### config.mk
export PLATFORM = sky130hd
export DESIGN_NAME = branch_redirect_flat
export DESIGN_NICKNAME = d
export VERILOG_FILES = /design/src/rtl/branch_redirect_if.sv /design/src/rtl/branch_redirect.sv /design/src/flat_wrapper.sv
export SDC_FILE = /design/constraint.sdc
export NUM_CORES = 1
export LEC_CHECK = 0
export ABC_CLOCK_PERIOD_IN_PS = 2600
export CAP_MARGIN = 20
export CORE_MARGIN = 8
export CORE_UTILIZATION = 48
export CTS_CLUSTER_SIZE = 16
export DETAILED_ROUTE_END_ITERATION = 6
export PLACE_DENSITY = 0.85
export SKIP_CTS_REPAIR_TIMING = 1
export SYNTH_ARGS = -nofsm -noshare
export SYNTH_HDL_FRONTEND = slang
export SYNTH_SLANG_ARGS = --single-unit
### constraint.sdc
create_clock -name clk -period 2.6 [get_ports clk]
set_input_delay 0.52 -clock clk [delete_from_list [all_inputs] [get_ports clk]]
set_output_delay 0.52 -clock clk [all_outputs]
set_load 0.01 [all_outputs]
### src/rtl/branch_redirect_if.sv
// Handshake bundle between the EX branch comparator, the PC sequencer and fetch.
// The stats counters are always present so the port list does not depend on configuration.
interface branch_redirect_if #(
  parameter int PC_WIDTH     = 16,
  parameter int OFFSET_WIDTH = 8
);
  logic                    stall;
  logic                    branch_valid;
  logic                    branch;
  logic [PC_WIDTH-1:0]     branch_pc;
  logic [OFFSET_WIDTH-1:0] branch_offset;
  logic [PC_WIDTH-1:0]     pc;
  logic                    redirect;
  logic                    flush;
  logic                    busy;
  logic [15:0]             taken_count;
  logic [15:0]             branch_count;

  modport master (
    output stall, branch_valid, branch,
    output branch_pc, branch_offset,
    input  pc, redirect, flush, busy,
    input  taken_count, branch_count
  );

  modport slave (
    input  stall, branch_valid, branch,
    input  branch_pc, branch_offset,
    output pc, redirect, flush, busy,
    output taken_count, branch_count
  );
endinterface

### src/rtl/branch_redirect.sv
// Fetch PC sequencer: increments the PC, redirects on taken branches and flushes IF/ID.
// Optional BRANCH_STATS_EN adds saturating taken/total branch counters.
module branch_redirect #(
  parameter int                  PC_WIDTH     = 16,
  parameter int                  OFFSET_WIDTH = 8,
  parameter int                  FLUSH_STAGES = 2,
  parameter logic [PC_WIDTH-1:0] RESET_PC     = '0
) (
  input logic         clk,
  input logic         rst,
  branch_redirect_if.slave bus
);

  typedef enum logic {
    ST_RUN   = 1'b0,
    ST_FLUSH = 1'b1
  } state_t;

  localparam logic [2:0] LP_CNT_INIT = 3'(FLUSH_STAGES - 1);

  state_t              r_state;
  state_t              w_state_nxt;
  logic [2:0]          r_cnt;
  logic [2:0]          w_cnt_nxt;
  logic [PC_WIDTH-1:0] r_pc;
  logic [PC_WIDTH-1:0] w_pc_nxt;
  logic                r_redirect;
  logic                w_redirect_nxt;
  logic                r_flush;
  logic                w_flush_nxt;

  logic                w_accept;
  logic                w_take;
  logic [PC_WIDTH-1:0] w_pc_inc;
  logic [PC_WIDTH-1:0] w_off_sext;
  logic [PC_WIDTH-1:0] w_target;

  assign w_accept = (r_state == ST_RUN) && !bus.stall
                    && bus.branch_valid;
  assign w_take   = w_accept && bus.branch;
  assign w_pc_inc = r_pc + PC_WIDTH'(1);

  assign w_off_sext = {
    {(PC_WIDTH-OFFSET_WIDTH){bus.branch_offset[OFFSET_WIDTH-1]}},
    bus.branch_offset
  };
  // Target is relative to the instruction after the branch.
  assign w_target = bus.branch_pc + PC_WIDTH'(1) + w_off_sext;

  always_ff @(posedge clk or posedge rst) begin
    if (rst) begin
      r_state <= ST_RUN;
    end else begin
      r_state <= w_state_nxt;
    end
  end

  always_comb begin
    w_state_nxt = r_state;
    unique case (r_state)
      ST_RUN: begin
        if (w_take) begin
          w_state_nxt = ST_FLUSH;
        end
      end
      ST_FLUSH: begin
        if (!bus.stall && r_cnt == 3'd0) begin
          w_state_nxt = ST_RUN;
        end
      end
      default: w_state_nxt = ST_RUN;
    endcase
  end

  always_comb begin
    w_pc_nxt       = r_pc;
    w_redirect_nxt = 1'b0;
    w_flush_nxt    = r_flush;
    w_cnt_nxt      = r_cnt;
    unique case (r_state)
      ST_RUN: begin
        if (w_take) begin
          w_pc_nxt       = w_target;
          w_redirect_nxt = 1'b1;
          w_flush_nxt    = 1'b1;
          w_cnt_nxt      = LP_CNT_INIT;
        end else if (!bus.stall) begin
          w_pc_nxt = w_pc_inc;
        end
      end
      ST_FLUSH: begin
        if (!bus.stall) begin
          w_pc_nxt = w_pc_inc;
          if (r_cnt == 3'd0) begin
            w_flush_nxt = 1'b0;
          end else begin
            w_cnt_nxt = r_cnt - 3'd1;
          end
        end
      end
      default: begin
        w_flush_nxt = 1'b0;
      end
    endcase
  end

  always_ff @(posedge clk or posedge rst) begin
    if (rst) begin
      r_pc       <= RESET_PC;
      r_redirect <= 1'b0;
      r_flush    <= 1'b0;
      r_cnt      <= 3'd0;
    end else begin
      r_pc       <= w_pc_nxt;
      r_redirect <= w_redirect_nxt;
      r_flush    <= w_flush_nxt;
      r_cnt      <= w_cnt_nxt;
    end
  end

  assign bus.pc       = r_pc;
  assign bus.redirect = r_redirect;
  assign bus.flush    = r_flush;
  assign bus.busy     = (r_state == ST_FLUSH);

`ifdef BRANCH_STATS_EN
  logic [15:0] r_taken_cnt;
  logic [15:0] r_branch_cnt;

  always_ff @(posedge clk or posedge rst) begin
    if (rst) begin
      r_taken_cnt  <= 16'd0;
      r_branch_cnt <= 16'd0;
    end else begin
      if (w_accept && r_branch_cnt != 16'hFFFF) begin
        r_branch_cnt <= r_branch_cnt + 16'd1;
      end
      if (w_take && r_taken_cnt != 16'hFFFF) begin
        r_taken_cnt <= r_taken_cnt + 16'd1;
      end
    end
  end

  assign bus.taken_count  = r_taken_cnt;
  assign bus.branch_count = r_branch_cnt;
`else
  assign bus.taken_count  = 16'd0;
  assign bus.branch_count = 16'd0;
`endif

endmodule
### src/flat_wrapper.sv
// flat-port wrapper written by rule: the top's interface ports become plain ports
module branch_redirect_flat 
#(
  parameter int                  PC_WIDTH     = 16,
  parameter int                  OFFSET_WIDTH = 8,
  parameter int                  FLUSH_STAGES = 2,
  parameter logic [PC_WIDTH-1:0] RESET_PC     = '0
)
  (clk, rst, bus_stall, bus_branch_valid, bus_branch, bus_branch_pc, bus_branch_offset, bus_pc, bus_redirect, bus_flush, bus_busy, bus_taken_count, bus_branch_count);
  branch_redirect_if #(.PC_WIDTH(PC_WIDTH), .OFFSET_WIDTH(OFFSET_WIDTH)) bus_i ();
  input logic clk;
  input logic rst;
  input wire logic [$bits(bus_i.stall)-1:0] bus_stall;
  input wire logic [$bits(bus_i.branch_valid)-1:0] bus_branch_valid;
  input wire logic [$bits(bus_i.branch)-1:0] bus_branch;
  input wire logic [$bits(bus_i.branch_pc)-1:0] bus_branch_pc;
  input wire logic [$bits(bus_i.branch_offset)-1:0] bus_branch_offset;
  output wire logic [$bits(bus_i.pc)-1:0] bus_pc;
  output wire logic [$bits(bus_i.redirect)-1:0] bus_redirect;
  output wire logic [$bits(bus_i.flush)-1:0] bus_flush;
  output wire logic [$bits(bus_i.busy)-1:0] bus_busy;
  output wire logic [$bits(bus_i.taken_count)-1:0] bus_taken_count;
  output wire logic [$bits(bus_i.branch_count)-1:0] bus_branch_count;
  assign bus_i.stall = bus_stall;
  assign bus_i.branch_valid = bus_branch_valid;
  assign bus_i.branch = bus_branch;
  assign bus_i.branch_pc = bus_branch_pc;
  assign bus_i.branch_offset = bus_branch_offset;
  assign bus_pc = bus_i.pc;
  assign bus_redirect = bus_i.redirect;
  assign bus_flush = bus_i.flush;
  assign bus_busy = bus_i.busy;
  assign bus_taken_count = bus_i.taken_count;
  assign bus_branch_count = bus_i.branch_count;
  branch_redirect #(.PC_WIDTH(PC_WIDTH), .OFFSET_WIDTH(OFFSET_WIDTH), .FLUSH_STAGES(FLUSH_STAGES), .RESET_PC(RESET_PC)) u_core (.clk(clk), .rst(rst), .bus(bus_i));
endmodule
==> results of run 1 <==
[worst min-delay path by stage]
stage | startpoint | to | slack [ps]
2_1_floorplan | u_core.r_cnt[1]$_DFFE_PP0P_ | u_core.r_cnt[1]$_DFFE_PP0P_ | 480
4_1_cts | u_core.r_cnt[2]$_DFFE_PP0P_ | u_core.r_cnt[2]$_DFFE_PP0P_ | 520
6_report | u_core.r_cnt[2]$_DFFE_PP0P_ | u_core.r_cnt[2]$_DFFE_PP0P_ | 520
3_3_place_gp | u_core.bus.flush$_DFFE_PP0P_ | u_core.bus.flush$_DFFE_PP0P_ | 490
3_5_place_dp | u_core.r_cnt[2]$_DFFE_PP0P_ | u_core.r_cnt[2]$_DFFE_PP0P_ | 500
5_1_grt | u_core.r_cnt[2]$_DFFE_PP0P_ | u_core.r_cnt[2]$_DFFE_PP0P_ | 540
[metal layers]
metal | vias to the layer above | wire [um] | global-route usage
li1 | 933 | - | -
met3 | 4 | 332 | 0.0164
met1 | 868 | 2080 | 0.175
met2 | 56 | 2550 | 0.257
met5 | - | 0 | 0
met4 | 0 | 30 | 0.0439
[stage by stage]
stage          cells   util  hold slack [ps]  power [uW]  area [sq um]
3_3_place_gp     363  0.617              494        1730          2630
3_5_place_dp     363  0.617              504        1780          2630
6_report         367  0.639              517        2020          2730
5_1_grt          367  0.639              543        2180          2730
4_1_cts          367  0.630              524        2020          2690
2_1_floorplan    281      -              478        1300          2210
[power breakdown]
part	internal [uW]	switching, uW
combinational	595	517
clock	135	105
sequential	503	168
[cell usage in the layout (no fill, tap or decap), drive strengths merged, types with 2 or more instances in the layout]
master and instances:
nand2b 3, ha 18, dlymetal6s2s 2, a211oi 2, o21ai 18, buf 19, a31oi 3, xor2 7
a21oi 20, o21bai 2, nand2 27, inv 12, o2bb2ai 2, dfrtp 22, mux2i 3, nor3 6
conb 32, and3 2, nor2 15, xnor2 20, clkdlybuf4s50 45, a311o 2, a21o 4, clkbuf 4
nand3 6, nand4 3
[worst max-delay path, delay by kind of cell]
kind	cells	cell delay [ps]
buffers and inverters	1	470
adder cells (fa/ha/maj)	1	320
AND/OR/NAND/NOR	1	170
AO/OA/AOI/OAI	4	920
XOR/XNOR	1	190
[final cells by class]
| class | instances | area, sq um | area share |
|---|---|---|---|
| inverter | 12 | 45.0 | 0.0165 |
| tap | 52 | 65.1 | 0.0239 |
| clock buffer | 4 | 55.1 | 0.0202 |
| timing repair buffer | 66 | 618 | 0.227 |
| multi-input combinational | 211 | 1390 | 0.511 |
| sequential | 22 | 551 | 0.202 |
[registers in the layout (all words and copies together) (netlist names)]
| name | cells |
|---|---|
| u_core.bus.busy | 1 |
| u_core.bus.flush | 1 |
| u_core.bus.pc | 16 |
| u_core.bus.redirect | 1 |
| u_core.r_cnt | 3 |
[logic make-up (layout without fill, tap and decap cells)]
group | after synthesis | count (layout) | share of synthesized area
and+or+nand+nor | 68 | 68 | 0.151
AOI/OAI and AO/OA | 62 | 62 | 0.195
buffers and inverters | 48 | 82 | 0.144
xor gates and xnor gates | 27 | 27 | 0.113
DFF | 22 | 22 | 0.263
adders and majority gates | 19 | 19 | 0.117
muxes | 3 | 3 | 0.0144
other | 1 | 32 | 0.00179
==> metrics.yaml, run 1 <==
drt-initial-drc-count: 67
final-hold-violation-count: 0
finalMaxSlewViolations: 0
vias: 1861
timing.rr.start: "u_core.bus.busy$_DFF_PP0_"
cap_violations: 0
place_congestion: 0.812
h-tree-depth: 1
seq_area_frac_synth: 0.263
fin_crit_sh: 0.947
postRouteAntennaNets: 0
drtPass1Iterations: 4
grt_overflow: 0
area_growth_pct: 30.4
synth_edf_count: 0
r2r_setup_slack_ps: 960
yosysTopAreaCellShare: 0.263
grt_pass1_wl_um: 7950
clkTransAtPathRegs_ps: 80
setup_tns_ps: 0
status: "complete, no violations"
nFillCells: 363
relSlewSlack: 0.465
ys_types: 47
yosys_warnings: 0
crit_chain: "clkdlybuf4s50_1 > ha_1 > and2b_1 > o2111ai_1 > a211oi_2 > o41ai_2 > xor2_1 > a21oi_1"
clockRootBuffer: "clkbuf_8"
cp_max_fo: 4
antenna_found_initial: 0
crit_start: "bus_branch_offset[1]"
yosysTopAreaCell: "dfrtp_1"
wl_per_cell_um: 13.6
clock_skew_ps: 2.84
grt_usage: 0.144
ys_top_cells_by_area: "dfrtp_1 (26%), buf_4 (11%), ha_1 (11%), xnor2_1 (8.4%), nand2_1 (4.8%)"
ys_ff_latch: 22
io_pins: 80
antenna_cells: 0
grt_max_degree: 23
tightest_slew_ps: 801
layout_min_cycle_time_ps: 2460
synth-main-ff-cell: "dfrtp_1"
leakagePower_uw: 0.00126
critPathCapture: "u_core.bus.pc[11]$_DFF_PP0_"
cp.required_ps: 2730
ff2ff_path_depth: 6
rsz0062_at_grt: "false"
hold_class: "reg -> reg"
fp-row-count: 24
critPathLaunchType: "input port"
critical-path-slowest-cell: "clkdlybuf4s50_1"
cts_buffers: 3
synth_most_common_cell: "buf_4"
setup_ws_ps: 137
core_sq_um: 4260
dieArea_sq_um: 6720
fp.dieH_um: 82
fmax_mhz: 406
ir_drop_uv: 264
nets: 364
critPathKind: "in -> reg"
initial_core_util: 0.490
drive_gt1_frac: 0.114
cts_tree: "yes"
critical-path-max-stage-delay_ps: 470
async_flop_share: 1.00
cts_buffer_depth: 2
whs_path_depth: 1
place_ws_ps: -250
cp-end-kind: "flip-flop"
clock_latency_ps: 260
grt_pass1_vias: 1891
vias_per_cell: 5.07
clock-sinks: 22
crit_arrival_ps: 2590
hpwl_um: 4170
synth_commonest_cells: "buf_4 (32), nand2_1 (27), dfrtp_1 (22)"
syn_avg_cell_area_sq_um: 8.36
timing.rr.end: "u_core.bus.pc[7]$_DFF_PP0_"
p_per_area_nw_per_um2: 742
setup_viol: 0
drc: 0
wl_um: 4990
synthCells: 250
netlist_area_sq_um: 2090
die_w_um: 82
io_buffers: 47
(Power assumes the default switching activity.)
==> run 2: changes to the inputs <==
- ABC_CLOCK_PERIOD_IN_PS: 2600 -> 2500
- CORE_MARGIN: 8 -> 10
- CORE_UTILIZATION: 48 -> 45
- PLACE_DENSITY: 0.85 -> 0.81
- clock period: 2.6 -> 2.5 ns (I/O delays scaled with it)
==> run 2 against run 1 <==
Against the previous run:
- utilization shrank 1.2 points
- combinational power grew 5%
- worst hold slack gained 3.7 ps
- global-route usage shrank 1.9 points
- cell area grew 1.6%
- final cell count grew 1.6%
- critical path type unchanged
- largest cell class unchanged
- highest routed layer unchanged
==> metrics.yaml, run 2 (synthesized netlist as in run 1, its figures left out) <==
leakagePower_uw: 0.00128
wl_per_cell_um: 14.1
cts_tree: "yes"
cp.required_ps: 2650
initial_core_util: 0.474
clock_latency_ps: 260
status: "complete, no violations"
vias: 1916
clkTransAtPathRegs_ps: 80
critPathLaunchType: "input port"
whs_path_depth: 1
layout_commonest_cell: "clkdlybuf4s50_1"
grt_max_degree: 23
antenna_cells: 0
cp-end-kind: "flip-flop"
postRouteAntennaNets: 0
dieArea_sq_um: 7770
crit_arrival_ps: 2510
die_w_um: 88.2
area_growth_pct: 32.4
wl_um: 5260
place_ws_ps: -312
nets: 370
p_per_area_nw_per_um2: 770
drtPass1Iterations: 4
grt_overflow: 0
finalMaxSlewViolations: 0
ff2ff_path_depth: 7
drt-initial-drc-count: 100
drc: 0
io_buffers: 47
clockRootBuffer: "clkbuf_8"
layout_min_cycle_time_ps: 2360
largest_reg_flops: 16
design_area_sq_um: 2770
setup_ws_ps: 141
multi_input_area_sq_um: 1390
clock-sinks: 22
grt_pass1_vias: 1904
cap_violations: 0
io_pins: 80
cp_max_fo: 5
fmax_mhz: 424
cts_buffer_depth: 2
fp.dieH_um: 88.2
placed_area_sq_um: 2670
final-hold-violation-count: 0
grt_pass1_wl_um: 8250
cts_buffers: 3
setup_viol: 0
nFillCells: 372
final_cell_mix: "clkdlybuf4s50_1 (45), conb_1 (32), nand2_1 (27)"
area.sequential_sq_um: 551
drive_gt1_frac: 0.134
fp-row-count: 24
critPathKind: "in -> reg"
clock_skew_ps: 1.47
vias_per_cell: 5.14
hold_class: "reg -> reg"
grt_usage: 0.125
core_sq_um: 4410
antenna_found_initial: 0
h-tree-depth: 1
hpwl_um: 4290
fin_crit_sh: 0.943
place_congestion: 0.833
ir_drop_uv: 297
## run 2: path summary, 6_finish.rpt
path | start | end | slack [ps]
max | bus_branch_offset[7] | u_core.bus.pc[14]$_DFF_PP0_ | 140
min | u_core.r_cnt[2]$_DFFE_PP0P_ | u_core.r_cnt[2]$_DFFE_PP0P_ | 520
max reg2reg | u_core.bus.pc[0]$_DFF_PP0_ | u_core.bus.pc[14]$_DFF_PP0_ | 800
min reg2reg | u_core.r_cnt[2]$_DFFE_PP0P_ | u_core.r_cnt[2]$_DFFE_PP0P_ | 520
max in group asynchronous | rst | u_core.bus.pc[10]$_DFF_PP0_ | 1710
min in group asynchronous | rst | u_core.bus.pc[6]$_DFF_PP0_ | 570
## run 2: cell type report
cell class	instances	area share
clock buffers	4	0.0199
inverters	12	0.0163
multi-input cells	211	0.502
flip-flops and latches	22	0.199
well taps	52	0.0235
repair buffers	72	0.239
## run 2: critical path, stage by stage
cell and delay (ps):
clkdlybuf4s50_1 520, buf_4 210, ha_1 260, a21oi_1 320, o21ai_0 190, a41oi_1 200
nor2_1 90, xnor2_1 140, a21oi_1 80
## run 2: routing by layer
| metal | GRT usage | vias up | routed length, um |
|---|---|---|---|
| met5 | 0 | - | 0 |
| met4 | 0.0442 | 0 | 56 |
| met3 | 0.0214 | 8 | 450 |
| met2 | 0.215 | 76 | 2510 |
| met1 | 0.152 | 878 | 2240 |
| li1 | - | 954 | - |
## run 2: stage by stage
stage                     hold WS [ps]  total power (uW)  instances  setup TNS, ps   util
final                              521              2130        373              0  0.627
after global routing               544              2300        373          -4.67  0.627
after CTS                          522              2120        372          -69.9  0.617
after detailed placement           499              1860        368          -1300  0.604
after global placement             496              1810        368          -1060  0.604
after floorplan                    478              1350        281              0      -
## run 2: power by group
group | leakage [uW] | internal, uW | switching (uW)
logic | 0.000993 | 628 | 543
registers | 0.000262 | 523 | 180
clock network | 0.0000288 | 141 | 118
==> run 3: changes to the inputs <==
- CAP_MARGIN: 20 -> default
- MAX_ROUTING_LAYER: default -> met4
==> run 3 against run 2 <==
Against the previous run:
- non-clock buffer count stayed put
- register-to-register slack hardly changed
- maximum frequency hardly changed
- highest routed layer unchanged
- combinational power hardly changed
- sequential share of layout area stayed put
- via count is 0.26% higher
- worst hold slack hardly changed
- routed wire length is 0.13% lower
- largest cell class unchanged
==> metrics.yaml, run 3 (synthesized netlist as in run 1, its figures left out) <==
status: "complete, no violations"
area.sequential_sq_um: 551
cp-end-kind: "flip-flop"
hpwl_um: 4290
cts_tree: "yes"
grt_overflow: 0
vias: 1921
drc: 0
clock_skew_ps: 1.56
clock_latency_ps: 260
cts_buffer_depth: 2
io_buffers: 47
vias_per_cell: 5.15
postRouteAntennaNets: 0
nFillCells: 372
h-tree-depth: 1
drive_gt1_frac: 0.134
antenna_found_initial: 0
largest_reg_flops: 16
die_w_um: 88.2
clock-sinks: 22
finalMaxSlewViolations: 0
io_pins: 80
cts_buffers: 3
nets: 370
fp.dieH_um: 88.2
final_util: 0.627
critical-path-max-stage-delay_ps: 520
fin_crit_sh: 0.944
drt-initial-drc-count: 102
crit_chain: "clkdlybuf4s50_1 > buf_4 > ha_1 > a21oi_1 > o21ai_0 > a41oi_1 > nor2_1 > xnor2_1 > a21oi_1"
crit_arrival_ps: 2510
crit_top_cell: "a21oi_1"
fp-row-count: 24
leakagePower_uw: 0.00128
timing.rr.start: "u_core.bus.pc[0]$_DFF_PP0_"
setup_ws_ps: 141
cp_max_fo: 5
grt_usage: 0.129
fmax_mhz: 424
setup_viol: 0
p_total_uw: 2130
cap_violations: 0
place_ws_ps: -312
wl_per_cell_um: 14.1
drtPass1Iterations: 4
clockRootBuffer: "clkbuf_8"
design_area_sq_um: 2770
p_per_area_nw_per_um2: 770
ir_drop_uv: 296
grt_pass1_wl_um: 8250
clkTransAtPathRegs_ps: 80
placed_area_sq_um: 2670
dieArea_sq_um: 7770
cp.required_ps: 2650
grt_max_degree: 23
layout_min_cycle_time_ps: 2360
wl_um: 5250
crit_start: "bus_branch_offset[7]"
area_growth_pct: 32.4
critPathKind: "in -> reg"
place_congestion: 0.846
grt_pass1_vias: 1904
hold_class: "reg -> reg"
core_sq_um: 4410
final_cell_mix: "clkdlybuf4s50_1 (45), conb_1 (32), nand2_1 (27)"
critical-path-slowest-cell: "clkdlybuf4s50_1"
layout_commonest_cell: "clkdlybuf4s50_1"
antenna_cells: 0
final-hold-violation-count: 0
whs_path_depth: 1
worstHoldStart: "u_core.r_cnt[2]$_DFFE_PP0P_"
initial_core_util: 0.474
critPathLaunchType: "input port"
ff2ff_path_depth: 7
multi_input_area_sq_um: 1390
==> run 3: cell counts in the layout (fill, tap and decap cells not counted) <==
No cell type changed its count.
==> run 3: worst max-delay path: cells and delay by family <==
family | cells | cell delay (ps)
fa+ha+maj | 1 | 260
xor+xnor | 1 | 140
compound gates | 4 | 790
simple gates | 1 | 90
buf+inv | 2 | 730
==> run 3: worst paths after layout <==
kind,end,slack (ps)
worst max-delay path,u_core.bus.pc[14]$_DFF_PP0_,140
worst min-delay path,u_core.r_cnt[2]$_DFFE_PP0P_,520
worst max register to register,u_core.bus.pc[14]$_DFF_PP0_,800
worst min register to register,u_core.r_cnt[2]$_DFFE_PP0P_,520
max in group asynchronous,u_core.bus.pc[10]$_DFF_PP0_,1710
min in group asynchronous,u_core.bus.pc[6]$_DFF_PP0_,570
==> run 3: where the power goes <==
group / switching [uW] / total, uW / internal (uW)
logic: 542 / 1170 / 628
registers: 180 / 703 / 523
clock network: 118 / 258 / 140
==> run 3: stage by stage <==
stage	cells	setup TNS, ps	hold slack (ps)
floorplan	281	0	478
finish	373	0	521
detailed placement	368	-1300	499
CTS	372	-69.9	522
global placement	368	-1060	496
global route	373	-4.67	544
==> run 3: layout make-up <==
class                           instances  area share
Multi-Input combinational cell        211       0.502
Timing Repair Buffer                   72       0.239
Sequential cell                        22       0.199
Inverter                               12      0.0163
Clock buffer                            4      0.0199
Tap cell                               52      0.0235
==> run 3: layer usage <==
metal / wire (um) / vias to the layer above / track usage
met5: 0 / - / -
met2: 2510 / 78 / 0.215
li1: - / 954 / -
met1: 2280 / 881 / 0.155
met3: 407 / 8 / 0.0158
met4: 55 / 0 / 0.0442
